File: config.mk
export PLATFORM = sky130hd
export DESIGN_NAME = reduce_sweep_ctrl_flat
export DESIGN_NICKNAME = d
export VERILOG_FILES = /design/src/rtl/reduce_sweep_ctrl_if.sv /design/src/rtl/reduce_sweep_ctrl.sv /design/src/flat_wrapper.sv
export SDC_FILE = /design/constraint.sdc
export NUM_CORES = 1
export LEC_CHECK = 0
export CAP_MARGIN = 20
export CORE_MARGIN = 2
export CORE_UTILIZATION = 40
export DETAILED_ROUTE_END_ITERATION = 16
export GPL_ROUTABILITY_DRIVEN = 0
export PLACE_DENSITY = 0.65
export SYNTH_ARGS = -nofsm -noshare
export SYNTH_HDL_FRONTEND = slang
export SYNTH_SLANG_ARGS = --single-unit
File: constraint.sdc
create_clock -name i_clk -period 1.9 [get_ports i_clk]
set_input_delay 0.19 -clock i_clk [delete_from_list [all_inputs] [get_ports i_clk]]
set_output_delay 0.19 -clock i_clk [all_outputs]
set_load 0.02 [all_outputs]
File: src/rtl/reduce_sweep_ctrl_if.sv
// rtl/reduce_sweep_ctrl_if.sv - harness/controller/datapath signal bundle for the OR-reduction sweep checker
interface reduce_sweep_ctrl_if #(
  parameter int WIDTH = 4
);
  logic             start;
  logic [WIDTH-1:0] dut_a;
  logic             dut_y;
  logic             busy;
  logic             done;
  logic             pass;
  logic [WIDTH:0]   err_count;
  logic [WIDTH-1:0] first_fail;
  logic             first_fail_valid;

  // master: harness side (issues start, returns the reduction unit output)
  modport master (
    output start, dut_y,
    input  dut_a, busy, done, pass, err_count, first_fail, first_fail_valid
  );

  // slave: the sweep controller
  modport slave (
    input  start, dut_y,
    output dut_a, busy, done, pass, err_count, first_fail, first_fail_valid
  );
endinterface

File: src/rtl/reduce_sweep_ctrl.sv
// rtl/reduce_sweep_ctrl.sv - exhaustive operand sweep with settle delay and OR-reduction result checking
module reduce_sweep_ctrl #(
  parameter int WIDTH  = 4,
  parameter int SETTLE = 2
) (
  input  logic                i_clk,
  input  logic                i_rst_n,
  reduce_sweep_ctrl_if.slave  io_sweep
);
  localparam logic [1:0] ST_IDLE  = 2'd0;
  localparam logic [1:0] ST_WAIT  = 2'd1;
  localparam logic [1:0] ST_CHECK = 2'd2;
  localparam logic [1:0] ST_DONE  = 2'd3;

  localparam int                CNT_W     = $clog2(SETTLE + 1);
  localparam logic [CNT_W-1:0] WAIT_LAST = CNT_W'(SETTLE - 1);

  logic [1:0]       r_state;
  logic [CNT_W-1:0] r_wait_cnt;
  logic [WIDTH-1:0] r_dut_a;
  logic [WIDTH:0]   r_err_count;
  logic [WIDTH-1:0] r_first_fail;
  logic             r_first_fail_valid;
  logic             r_pass;

  logic w_expected;
  logic w_mismatch;

  assign w_expected = |r_dut_a;
  // Case inequality so an undriven or X output from the unit is flagged, not masked
  assign w_mismatch = (io_sweep.dut_y !== w_expected);

  always_ff @(posedge i_clk) begin
    if (!i_rst_n) begin
      r_state            <= ST_IDLE;
      r_wait_cnt         <= '0;
      r_dut_a            <= '0;
      r_err_count        <= '0;
      r_first_fail       <= '0;
      r_first_fail_valid <= 1'b0;
      r_pass             <= 1'b0;
    end else begin
      case (r_state)
        ST_IDLE: begin
          if (io_sweep.start) begin
            r_state            <= ST_WAIT;
            r_wait_cnt         <= '0;
            r_dut_a            <= '0;
            r_err_count        <= '0;
            r_first_fail       <= '0;
            r_first_fail_valid <= 1'b0;
            r_pass             <= 1'b0;
          end
        end
        ST_WAIT: begin
          r_wait_cnt <= r_wait_cnt + 1'b1;
          if (r_wait_cnt == WAIT_LAST) begin
            r_state <= ST_CHECK;
          end
        end
        ST_CHECK: begin
          if (w_mismatch) begin
            r_err_count <= r_err_count + 1'b1;
            if (!r_first_fail_valid) begin
              r_first_fail       <= r_dut_a;
              r_first_fail_valid <= 1'b1;
            end
          end
          // All-ones is the final vector; the operand never wraps back to zero
          if (&r_dut_a) begin
            r_state <= ST_DONE;
          end else begin
            r_dut_a    <= r_dut_a + 1'b1;
            r_wait_cnt <= '0;
            r_state    <= ST_WAIT;
          end
        end
        ST_DONE: begin
          r_pass  <= (r_err_count == '0);
          r_state <= ST_IDLE;
        end
        default: begin
          r_state <= ST_IDLE;
        end
      endcase
    end
  end

  assign io_sweep.dut_a            = r_dut_a;
  assign io_sweep.busy             = (r_state != ST_IDLE);
  assign io_sweep.done             = (r_state == ST_DONE);
  assign io_sweep.pass             = r_pass;
  assign io_sweep.err_count        = r_err_count;
  assign io_sweep.first_fail       = r_first_fail;
  assign io_sweep.first_fail_valid = r_first_fail_valid;
endmodule
File: src/flat_wrapper.sv
// flat-port wrapper written by rule: the top's interface ports become plain ports
module reduce_sweep_ctrl_flat 
#(
  parameter int WIDTH  = 4,
  parameter int SETTLE = 2
)
  (i_clk, i_rst_n, io_sweep_start, io_sweep_dut_y, io_sweep_dut_a, io_sweep_busy, io_sweep_done, io_sweep_pass, io_sweep_err_count, io_sweep_first_fail, io_sweep_first_fail_valid);
  reduce_sweep_ctrl_if #(.WIDTH(WIDTH)) io_sweep_i ();
  input  logic i_clk;
  input  logic i_rst_n;
  input wire logic [$bits(io_sweep_i.start)-1:0] io_sweep_start;
  input wire logic [$bits(io_sweep_i.dut_y)-1:0] io_sweep_dut_y;
  output wire logic [$bits(io_sweep_i.dut_a)-1:0] io_sweep_dut_a;
  output wire logic [$bits(io_sweep_i.busy)-1:0] io_sweep_busy;
  output wire logic [$bits(io_sweep_i.done)-1:0] io_sweep_done;
  output wire logic [$bits(io_sweep_i.pass)-1:0] io_sweep_pass;
  output wire logic [$bits(io_sweep_i.err_count)-1:0] io_sweep_err_count;
  output wire logic [$bits(io_sweep_i.first_fail)-1:0] io_sweep_first_fail;
  output wire logic [$bits(io_sweep_i.first_fail_valid)-1:0] io_sweep_first_fail_valid;
  assign io_sweep_i.start = io_sweep_start;
  assign io_sweep_i.dut_y = io_sweep_dut_y;
  assign io_sweep_dut_a = io_sweep_i.dut_a;
  assign io_sweep_busy = io_sweep_i.busy;
  assign io_sweep_done = io_sweep_i.done;
  assign io_sweep_pass = io_sweep_i.pass;
  assign io_sweep_err_count = io_sweep_i.err_count;
  assign io_sweep_first_fail = io_sweep_i.first_fail;
  assign io_sweep_first_fail_valid = io_sweep_i.first_fail_valid;
  reduce_sweep_ctrl #(.WIDTH(WIDTH), .SETTLE(SETTLE)) u_core (.i_clk(i_clk), .i_rst_n(i_rst_n), .io_sweep(io_sweep_i));
endmodule
Word-level counts from Yosys, hierarchy flattened --
Index checks and enable logic that the tools add are counted.
Storage, ports and cells: word-level logic and storage cells 54, input port bits 4, bits in registers 19, output and inout bits 17
Operators by class: add/sub/neg operators 3, mux-type cells 20, equal/unequal tests 10, reductions and logical operators 14
Operator list (count):
- $mux 4 | 4
- $pmux 4 s2 | 2
- $mux 2 | 5
- $mux 5 | 2
- $pmux 5 s2 | 1
- $reduce_and 3->1 | 3
- $pmux 2 s4 | 1
- $reduce_and 4->1 | 2
- $ne 2x2->1 const B | 3
- $pmux 2 s3 | 1
- $reduce_bool 2->1 | 3
- $add 5x1->5 const B | 1
- $logic_not 5->1 | 1
- $add 4x1->4 const B | 1
- $eq 2x1->1 const B | 2
- $eq 2x2->1 const B | 2
- $ne 2x1->1 const B | 2
- $pmux 1 s2 | 2
- $reduce_and 2->1 | 2
- $reduce_or 4->1 | 1
- $reduce_bool 3->1 | 1
- $add 2x1->2 const B | 1
- $logic_not 2->1 | 1
- $mux 1 | 2
- $nex 1x1->1 | 1

Logic depth before layout (Yosys ltp) --
Gate-level depths: netlist (run 1).
depth in word-level cells 4, gate-level depth with buffers 6, gate-level depth less buffers 6

Worst setup path before layout (run 1) --
Ideal clock, no wire load.
kind register to register, from register u_core.r_dut_a[0] (netlist: u_core.io_sweep.dut_a[0]), to register u_core.r_err_count[3] (netlist: u_core.io_sweep.err_count[3]), stages on the path, launching flop included 7, period minus slack after synthesis 1.815 ns, setup time 0.074 ns, slack 0.085 ns, required time 1.826 ns, path buffers 0, arrival time 1.740 ns, cells stage by stage dfxtp_1 inv_1 ha_1 nor3b_4 xor2_4 or4_1 a31oi_1
Between the ends: word-level cells in the longest chain between the ends 4
Ends and longest elaborated chain:
- start: declaration | RTL line reduce_sweep_ctrl.sv:20 | logic [WIDTH-1:0] r_dut_a;
- start signal: assignment | RTL line reduce_sweep_ctrl.sv:73 | r_dut_a <= r_dut_a + 1'b1;
- $reduce_or 4->1 | RTL line reduce_sweep_ctrl.sv:29 | assign w_expected = |r_dut_a;
- $nex 1x1->1 | RTL line reduce_sweep_ctrl.sv:31 | assign w_mismatch = (io_sweep.dut_y !== w_expected);
- $ne 2x1->1 (no source line)
- $reduce_and 3->1 (no source line)
- end signal: assignment | RTL line reduce_sweep_ctrl.sv:63 | r_err_count <= r_err_count + 1'b1;
- end: declaration | RTL line reduce_sweep_ctrl.sv:21 | logic [WIDTH:0] r_err_count;
Every way passes these cells. A chain may end at the register's enable or synchronous reset.

Final worst setup path (run 1) --
from register u_core.r_state[0], to output port io_sweep_busy
Between the ends: word-level cells in the longest chain between the ends 1
Ends and longest elaborated chain:
- start: declaration | RTL line reduce_sweep_ctrl.sv:18 | logic [1:0] r_state;
- start signal: assignment | RTL line reduce_sweep_ctrl.sv:35 | r_state <= ST_IDLE;
- start signal: assignment | RTL line reduce_sweep_ctrl.sv:46 | r_state <= ST_WAIT;
- start signal: assignment | RTL line reduce_sweep_ctrl.sv:58 | r_state <= ST_CHECK;
- $reduce_bool 2->1 | RTL line reduce_sweep_ctrl.sv:90 | assign io_sweep.busy = (r_state != ST_IDLE);
- end: declaration | RTL line flat_wrapper.sv:14 | output wire logic [$bits(io_sweep_i.busy)-1:0] io_sweep_busy;
Every way passes these cells.

==> reports/summary.md, run 1 <==
The run finished with clean final reports. In this run the register-to-register setup slack is 0.17 ns. The relative area change from synthesis to final layout is 29.0%. The tools report the number of vias after detailed routing as 1081. The start point of the worst hold path was u_core.io_sweep.first_fail[3]. The most used flip-flop cell after synthesis is sky130_fd_sc_hd__dfxtp_1. The internal power of the cells totals 523 uW.

The combinational cell fraction of total power is 13.0%. Post-synthesis average cell area: 8.30 um^2. The first global-routing pass estimated 4860 um of wire. Post-detailed-placement half-perimeter wirelength: 1920 um. Counting instances, the worst hold path has a depth of 2. The region available for standard cell placement spans 2690 um^2. Starting utilization of the core area: 41.1%.

The worst register-to-register path has a depth of 6. Setup repair after global routing left no endpoint under its margin. The analysis attributes to net switching a power of 198 uW. Counting instances in the post-synthesis netlist gives the leading cell types as sky130_fd_sc_hd__dfxtp_1, sky130_fd_sc_hd__a21oi_1, sky130_fd_sc_hd__inv_1, sky130_fd_sc_hd__nand2_1, sky130_fd_sc_hd__nor2_1. Hold timing on the final database bottoms out at a slack of 0.475 ns.

After routing, the total negative slack on setup checks comes to 0 ns. The clock arrives with 0.00462 ns of skew. Count of max-cap constraint violations: 0. The worst slew margin relative to its limit is 63.9%, and the clock input transition at the sequential cells of the worst setup and hold paths is 0.12 ns. Net switching is 27.4% of the power. The clock network latency to the later pin of the worst-skew pair was 0.30 ns. Synthesis handed over a netlist of 133 instances.

By area the synthesized netlist is led by sky130_fd_sc_hd__dfxtp_1, sky130_fd_sc_hd__ha_1, sky130_fd_sc_hd__a21oi_1. In the final layout, the share of cells above drive strength 1 is 16.1%. The total die area is 3200 um^2, and the hold violation total from the final report is 0. Before antenna repair, the detailed router went through 4 iterations.

The largest total area in the synthesized netlist belongs to sky130_fd_sc_hd__dfxtp_1. For this design the static power due to leakage is 0.000497 uW. Of the synthesized area, sequential elements account for 34.5%.

For hold timing, the worst endpoint is u_core.io_sweep.first_fail[3]. The number of remaining DRC errors is 0. The startpoint identified for the worst register-to-register timing path is u_core.io_sweep.dut_a[0].

Largest fanout on the critical path: 12. During placement, the flow inserted port buffers numbering 20. Post-placement setup slack: 0.0998 ns. For this block, the routed nets add up to 2740 um of wire.

The total global routing overflow is 0, and the power density normalized to cell area is 506 nW/um^2. The worst setup path is captured at an output pin. Routed length per instance: 14.3 um. The root buffer cell chosen for the clock tree is sky130_fd_sc_hd__clkbuf_4. For the count of final max-slew check failures, the log shows 0. In this run the horizontal extent of the chip is 56.5 um.

Setup slack closes at 0.151 ns. The post-detailed-route via-to-cell ratio is 5.63, and the number of global-route vias before repair is 1059. The number of hold buffers added after cts was 0; the overall routing resource usage was 19.0%.

After synthesis, the share of flip-flops with an asynchronous set or reset is 0%. Setup violations remaining at the end of the flow were counted as 0. IR analysis of the VDD net gives a maximum drop of 486 uV.

After the first detailed-routing iteration, the DRC count stood at 42. For the pin with the worst max-slew slack, the measured transition is 0.541 ns. For the number of library cell types mapped by synthesis, the log shows 43. Counting the buffers created by CTS gives 3. The delay of the slowest cell on the worst path came out at 0.54 ns. The tools report the count of nets left with antenna violations after detail routing as 0.

The setup path with the least slack is of type reg -> out. Traced cell by cell, the critical path runs through or2_2 > clkdlybuf4s50_1. After routing the design area is 1420 um^2. The worst hold path belongs to the class reg -> reg.

In this run the deepest clock path goes through 2 buffers. Data on the critical path arrives at its endpoint at 1.56 ns. The standard cell with the maximum stage delay on the critical path is sky130_fd_sc_hd__clkdlybuf4s50_1. The worst register-to-register path ends at u_core.io_sweep.err_count[4]. The number of enable-type register cells in the synthesized netlist is 0, and the number of clock sinks is 19. After layout, the minimum clock period comes to 1.75 ns.

The final period utilization was 92.0%; the die span in y was 56.5 um. Entering global routing, the biggest net connects 17 pins. The maximum level of the CTS H-tree was 1; the count of boundary I/O pins was 21. The total number of placement rows is 19, and the register bit total from synthesis is 19.

Required arrival time at the worst endpoint: 1.71 ns. The tools report the type of element launching the critical path as a flip-flop. The placed instances occupy a cell area of 1380 um^2. 0 antenna diodes ended up in the layout. In this run the cell area of the synthesized design comes to 1100 um^2. Most frequently used cell type in the post-synthesis netlist: sky130_fd_sc_hd__dfxtp_1. The achievable clock frequency came out at 0.572 GHz. The number of antenna violations at the first check in global routing was 0. TritonCTS built the clock tree. During synthesis, Yosys emitted a total of 0 warnings. After synthesis, the largest area contributor takes up 34.5% of total cell area. Per report_power, the clock group accounts for 29.6% of the total. In the final design database the tool counted 171 nets.

For the sum of internal, switching and leakage power, the log shows 721 uW. The run gives 142 as the net count after synthesis. Sequential cells burn 57.4% of the power.
[worst max-delay path, delay by kind of cell, from the launching register on]
family | cells | cell delay [ns]
buffers and inverters | 1 | 0.54
flip-flops | 1 | 0.40
AND/OR/NAND/NOR | 1 | 0.31
[per-stage QoR]
stage	cells	utilization, %
2_1_floorplan	133	-
3_3_place_gp	186	51.3
3_5_place_dp	186	51.3
4_1_cts	190	52.4
5_1_grt	192	53.0
6_report	192	53.0
[final cells by class]
cell class | instances | area (um^2)
flip-flops and latches | 19 | 383
repair buffers | 31 | 283
well taps | 31 | 38.8
inverters | 11 | 41.3
fillers | 253 | 1260
clock inverters | 1 | 5.00
clock buffers | 3 | 22.5
multi-input cells | 96 | 651
[how the worst max path moves through the flow]
| stage | start | to | slack (ns) | depth (start not counted) |
|---|---|---|---|---|
| floorplan | u_core.io_sweep.dut_a[0] | u_core.io_sweep.err_count[3] | 0.09 | 6 |
| global placement | u_core.io_sweep.dut_a[0] | u_core.io_sweep.err_count[3] | 0.15 | 6 |
| detailed placement | u_core.io_sweep.dut_a[0] | u_core.io_sweep.err_count[4] | 0.1 | 6 |
| CTS | u_core.r_state[0] | io_sweep_done | 0.03 | 2 |
| global route | u_core.io_sweep.dut_a[1] | u_core.io_sweep.err_count[4] | 0.04 | 6 |
| finish | u_core.r_state[0] | io_sweep_busy | 0.15 | 2 |
[cell usage in the layout (no fill, tap or decap), types with 3 or more instances in the layout]
| master | n |
|---|---|
| sky130_fd_sc_hd__a21oi_1 | 11 |
| sky130_fd_sc_hd__a31oi_1 | 4 |
| sky130_fd_sc_hd__buf_4 | 11 |
| sky130_fd_sc_hd__clkbuf_4 | 3 |
| sky130_fd_sc_hd__clkdlybuf4s50_1 | 20 |
| sky130_fd_sc_hd__dfxtp_1 | 17 |
| sky130_fd_sc_hd__ha_1 | 5 |
| sky130_fd_sc_hd__inv_1 | 11 |
| sky130_fd_sc_hd__nand2_1 | 11 |
| sky130_fd_sc_hd__nand2b_1 | 4 |
| sky130_fd_sc_hd__nand3_1 | 5 |
| sky130_fd_sc_hd__nand4_1 | 3 |
| sky130_fd_sc_hd__nand4b_1 | 3 |
| sky130_fd_sc_hd__nor2_1 | 9 |
| sky130_fd_sc_hd__nor3_1 | 3 |
| sky130_fd_sc_hd__o21ai_0 | 5 |
[cells by family after synthesis]
kind of cell / share of synthesized area [%]
DFF: 34.5
buffers and inverters: 6.58
adders and majority gates: 5.67
muxes: 0.907
AOI/OAI and AO/OA: 22.4
and+or+nand+nor: 26.6
xor gates and xnor gates: 3.29
[routing by layer]
layer | global-route usage (%) | routed length, um | up-vias
li1 | - | - | 539
met1 | 23.6 | 1170 | 509
met2 | 32.7 | 1410 | 31
met3 | 5.53 | 142 | 2
met4 | 3.74 | 17 | 0
met5 | 0 | 0 | -
[repair_timing]
item                                    in CTS  in global routing
resized for setup                            0                  2
endpoints found under the setup margin       0                  5
buffers inserted                             0                  2
[sequential cells by signal, indices dropped and copies added, names as in the netlist]
| register | count |
|---|---|
| u_core.io_sweep.err_count | 5 |
| u_core.io_sweep.dut_a | 4 |
| u_core.io_sweep.first_fail | 4 |
| u_core.r_state | 2 |
| u_core.r_wait_cnt | 2 |
| u_core.io_sweep.first_fail_valid | 1 |
| u_core.io_sweep.pass | 1 |
[power groups by stage]
stage          logic (uW)  clock network, uW  registers (uW)
2_1_floorplan        61.7                  0             418
3_3_place_gp         91.2                  0             422
3_5_place_dp         93.0                  0             422
4_1_cts              93.6                223             413
5_1_grt               104                242             415
6_report             94.1                213             414
(Power assumes the default switching activity.)
==> inputs of run 2 (changes only) <==
- MAX_ROUTING_LAYER: unset -> met4
==> results of run 2 <==
No change in the layout: final DEF, timing and power equal those of run 1.
Main changes from that run: overall routing resource usage 19.0% -> 19.6%
==> inputs of run 3 (changes only) <==
- CORE_UTILIZATION: 40 -> 50
- PLACE_DENSITY: 0.65 -> 0.78
- clock period: 1.9 -> 1.8 ns (I/O delays scaled with it)
==> run 3 against run 2 <==
Clock-buffer cell count increased by 1. Cell area rose by 1.3%. Register-to-register slack worse by 0.08 ns. Clock power about the same. Global-route usage rose by 3.2 points. Sequential power increased by 5%. Critical path type is now reg -> reg. Largest cell class unchanged. Largest power group unchanged. Highest routed layer unchanged.
==> reports/summary.md, run 3 (synthesis results as in run 1) <==
CTS saw 19 sinks. The number of vias after detailed routing was 1124. In this run the tightest slew margin relative to its limit is 64.7%. The first global-routing pass estimated 4400 um of wire.

At the end of the flow the core is filled with cells to 67.2%. The fraction of final layout cells sized beyond drive strength 1 is 17.2%. Relative to the synthesized area, the layout overhead comes to 30.7%. The total of endpoints with negative setup slack in the final report is 0.

Family with the most delay on the worst path: simple AND/OR/NAND/NOR gates. Counting along the longest clock path gives a buffer depth of 2. In this run the vertical extent of the chip is 51.0 um. The detail route stage leaves a number of antenna-violating nets equal to 0.

The floorplan die width was 51.0 um. The worst IR drop on VDD was 430 uV. The run gives 990 as the number of global-route vias before repair.

The tools report the largest net degree at the start of global routing as 17. Global routing used 22.7% of the available tracks. The combined buffer and inverter count along the critical path is 2, and the aggregate negative setup slack is 0 ns. TritonCTS built the clock tree. The run gives 2.03 ns as the required arrival time at the worst endpoint.

The maximum clock skew at final layout is 0.00984 ns, and the number of hold buffers added after cts is 0. After clock tree synthesis, the clock-pin slew on the worst setup and hold paths is 0.11 ns. After detailed routing, the total wire length is 2630 um. The number of placed cells counting well taps came out at 183. In the final design database the tool counted 173 nets. The top cell types in the final layout, fill and taps aside, are sky130_fd_sc_hd__clkdlybuf4s50_1, sky130_fd_sc_hd__dfxtp_1, sky130_fd_sc_hd__buf_4. The total die area was 2600 um^2; the routed length per instance was 13.8 um. The logs give 0 for the count of max-cap constraint violations and 0 for the hold violation total from the final report. For this run, the number of standard cells in the final layout without fillers is 191. The tools report the endpoint type of the worst setup path as a flip-flop. STA puts the critical path data arrival time at 1.94 ns. In this run the clock root is driven by a sky130_fd_sc_hd__clkbuf_4. In this run, CTS created clock tree buffers numbering 3. The worst-margin pin slew is 0.529 ns, and the starting utilization of the core area is 51.4%. The post-route cell area is 1440 um^2. Number of remaining DRC errors: 0. 21 I/O pins were placed. The run gives 15 as the initial detailed-routing violation count. The total number of placement rows was 17; the number of port buffers was 20.

The standard cell with the maximum stage delay on the critical path was sky130_fd_sc_hd__or4_1. The run gives 0 as the number of antenna violations at the first check in global routing. Timing would allow up to 0.586 GHz. The total global routing overflow came out at 0.

Dividing the detail-routed via count by the number of cells gives 5.88. The tools report the leakage power as 0.000509 uW. Commonest non-fill, non-tap cell in the layout: sky130_fd_sc_hd__clkdlybuf4s50_1. The flow ran to the end, and the final reports show no timing, DRC or antenna violations. After detailed placement, the total cell area comes to 1380 um^2. The tightest min-delay check is of the reg -> reg type.

The post-route minimum period was 1.71 ns; the antenna cell count was 0. The number of flip-flops under the largest register name was 5. For the count of final max-slew check failures, the log shows 0. For the maximum level of the CTS H-tree, the log shows 1.

The first detailed-routing pass took 4 iterations. The critical path is of the reg -> reg type. Power spread over the standard cell area amounts to 518 nW/um^2. The largest single stage delay on the critical path is 0.40 ns.

Of all nets on the critical path, the largest fanout is 8. Traced cell by cell, the critical path runs through inv_1 > ha_1 > nor3b_4 > buf_6 > xor2_4 > or4_1 > a31oi_1. The worst path uses 94.9% of the clock period. STA classifies the critical path startpoint as a flip-flop. After floorplanning, the core was sized to cover 2150 um^2. Clock latency on the worst-skew pair, taken at its later pin, is 0.30 ns.

For the post-detailed-placement half-perimeter wirelength, the log shows 1920 um.
-- run 3: power breakdown --
group / total [uW] / internal [uW] / leakage (uW) / switching [uW]
Clock: 216 / 86.2 / 0.0000150 / 130
Sequential: 433 / 424 / 0.000155 / 8.96
Combinational: 99.3 / 41.0 / 0.000339 / 58.3
-- run 3: path summary, 6_finish.rpt --
path | from | to | slack [ns] | cells past startpoint
worst max-delay path | u_core.io_sweep.dut_a[0] | u_core.io_sweep.err_count[4] | 0.09 | 7
worst min register to register | u_core.io_sweep.first_fail[3] | u_core.io_sweep.first_fail[3] | 0.47 | 2
worst min-delay path | u_core.io_sweep.first_fail[3] | u_core.io_sweep.first_fail[3] | 0.47 | 2
worst max register to register | u_core.io_sweep.dut_a[0] | u_core.io_sweep.err_count[4] | 0.09 | 7
-- run 3: final cells by class --
class | count | area [um^2]
sequential | 19 | 389
tap | 28 | 35.0
timing repair buffer | 33 | 300
fill | 190 | 706
multi-input combinational | 96 | 651
clock buffer | 4 | 26.3
inverter | 11 | 41.3
-- run 3: routing by layer --
metal  vias to the layer above  track usage [%]  wire, um
met2                        35             35.9      1260
li1                        546                -         -
met4                         0             7.66        44
met1                       537             29.0      1190
met3                         6             4.68       140
met5                         -                -         0
-- run 3: worst reg2reg max path: cells and delay by family (launching register included) --
family	cells	cell delay, ns
adder cells (fa/ha/maj)	1	0.18
buffers and inverters	2	0.18
XOR/XNOR	1	0.20
AND/OR/NAND/NOR	2	0.55
flip-flops	1	0.37
AO/OA/AOI/OAI	1	0.17
-- run 3: what timing repair did --
action                     4_1_cts  5_1_grt
gates cloned                     0        0
pin swaps                        0        3
setup endpoints to repair        1        6
resized for setup                1        4
setup buffers                    0        4
-- run 3: per-stage QoR --
| stage | hold slack [ns] | total power, uW | worst slack, ns |
|---|---|---|---|
| 2_1_floorplan | 0.318 | 506 | 0.0285 |
| 3_3_place_gp | 0.448 | 540 | 0.0749 |
| 3_5_place_dp | 0.453 | 544 | 0.0279 |
| 4_1_cts | 0.471 | 754 | 0.00897 |
| 5_1_grt | 0.492 | 785 | -0.0111 |
| 6_report | 0.466 | 748 | 0.0922 |
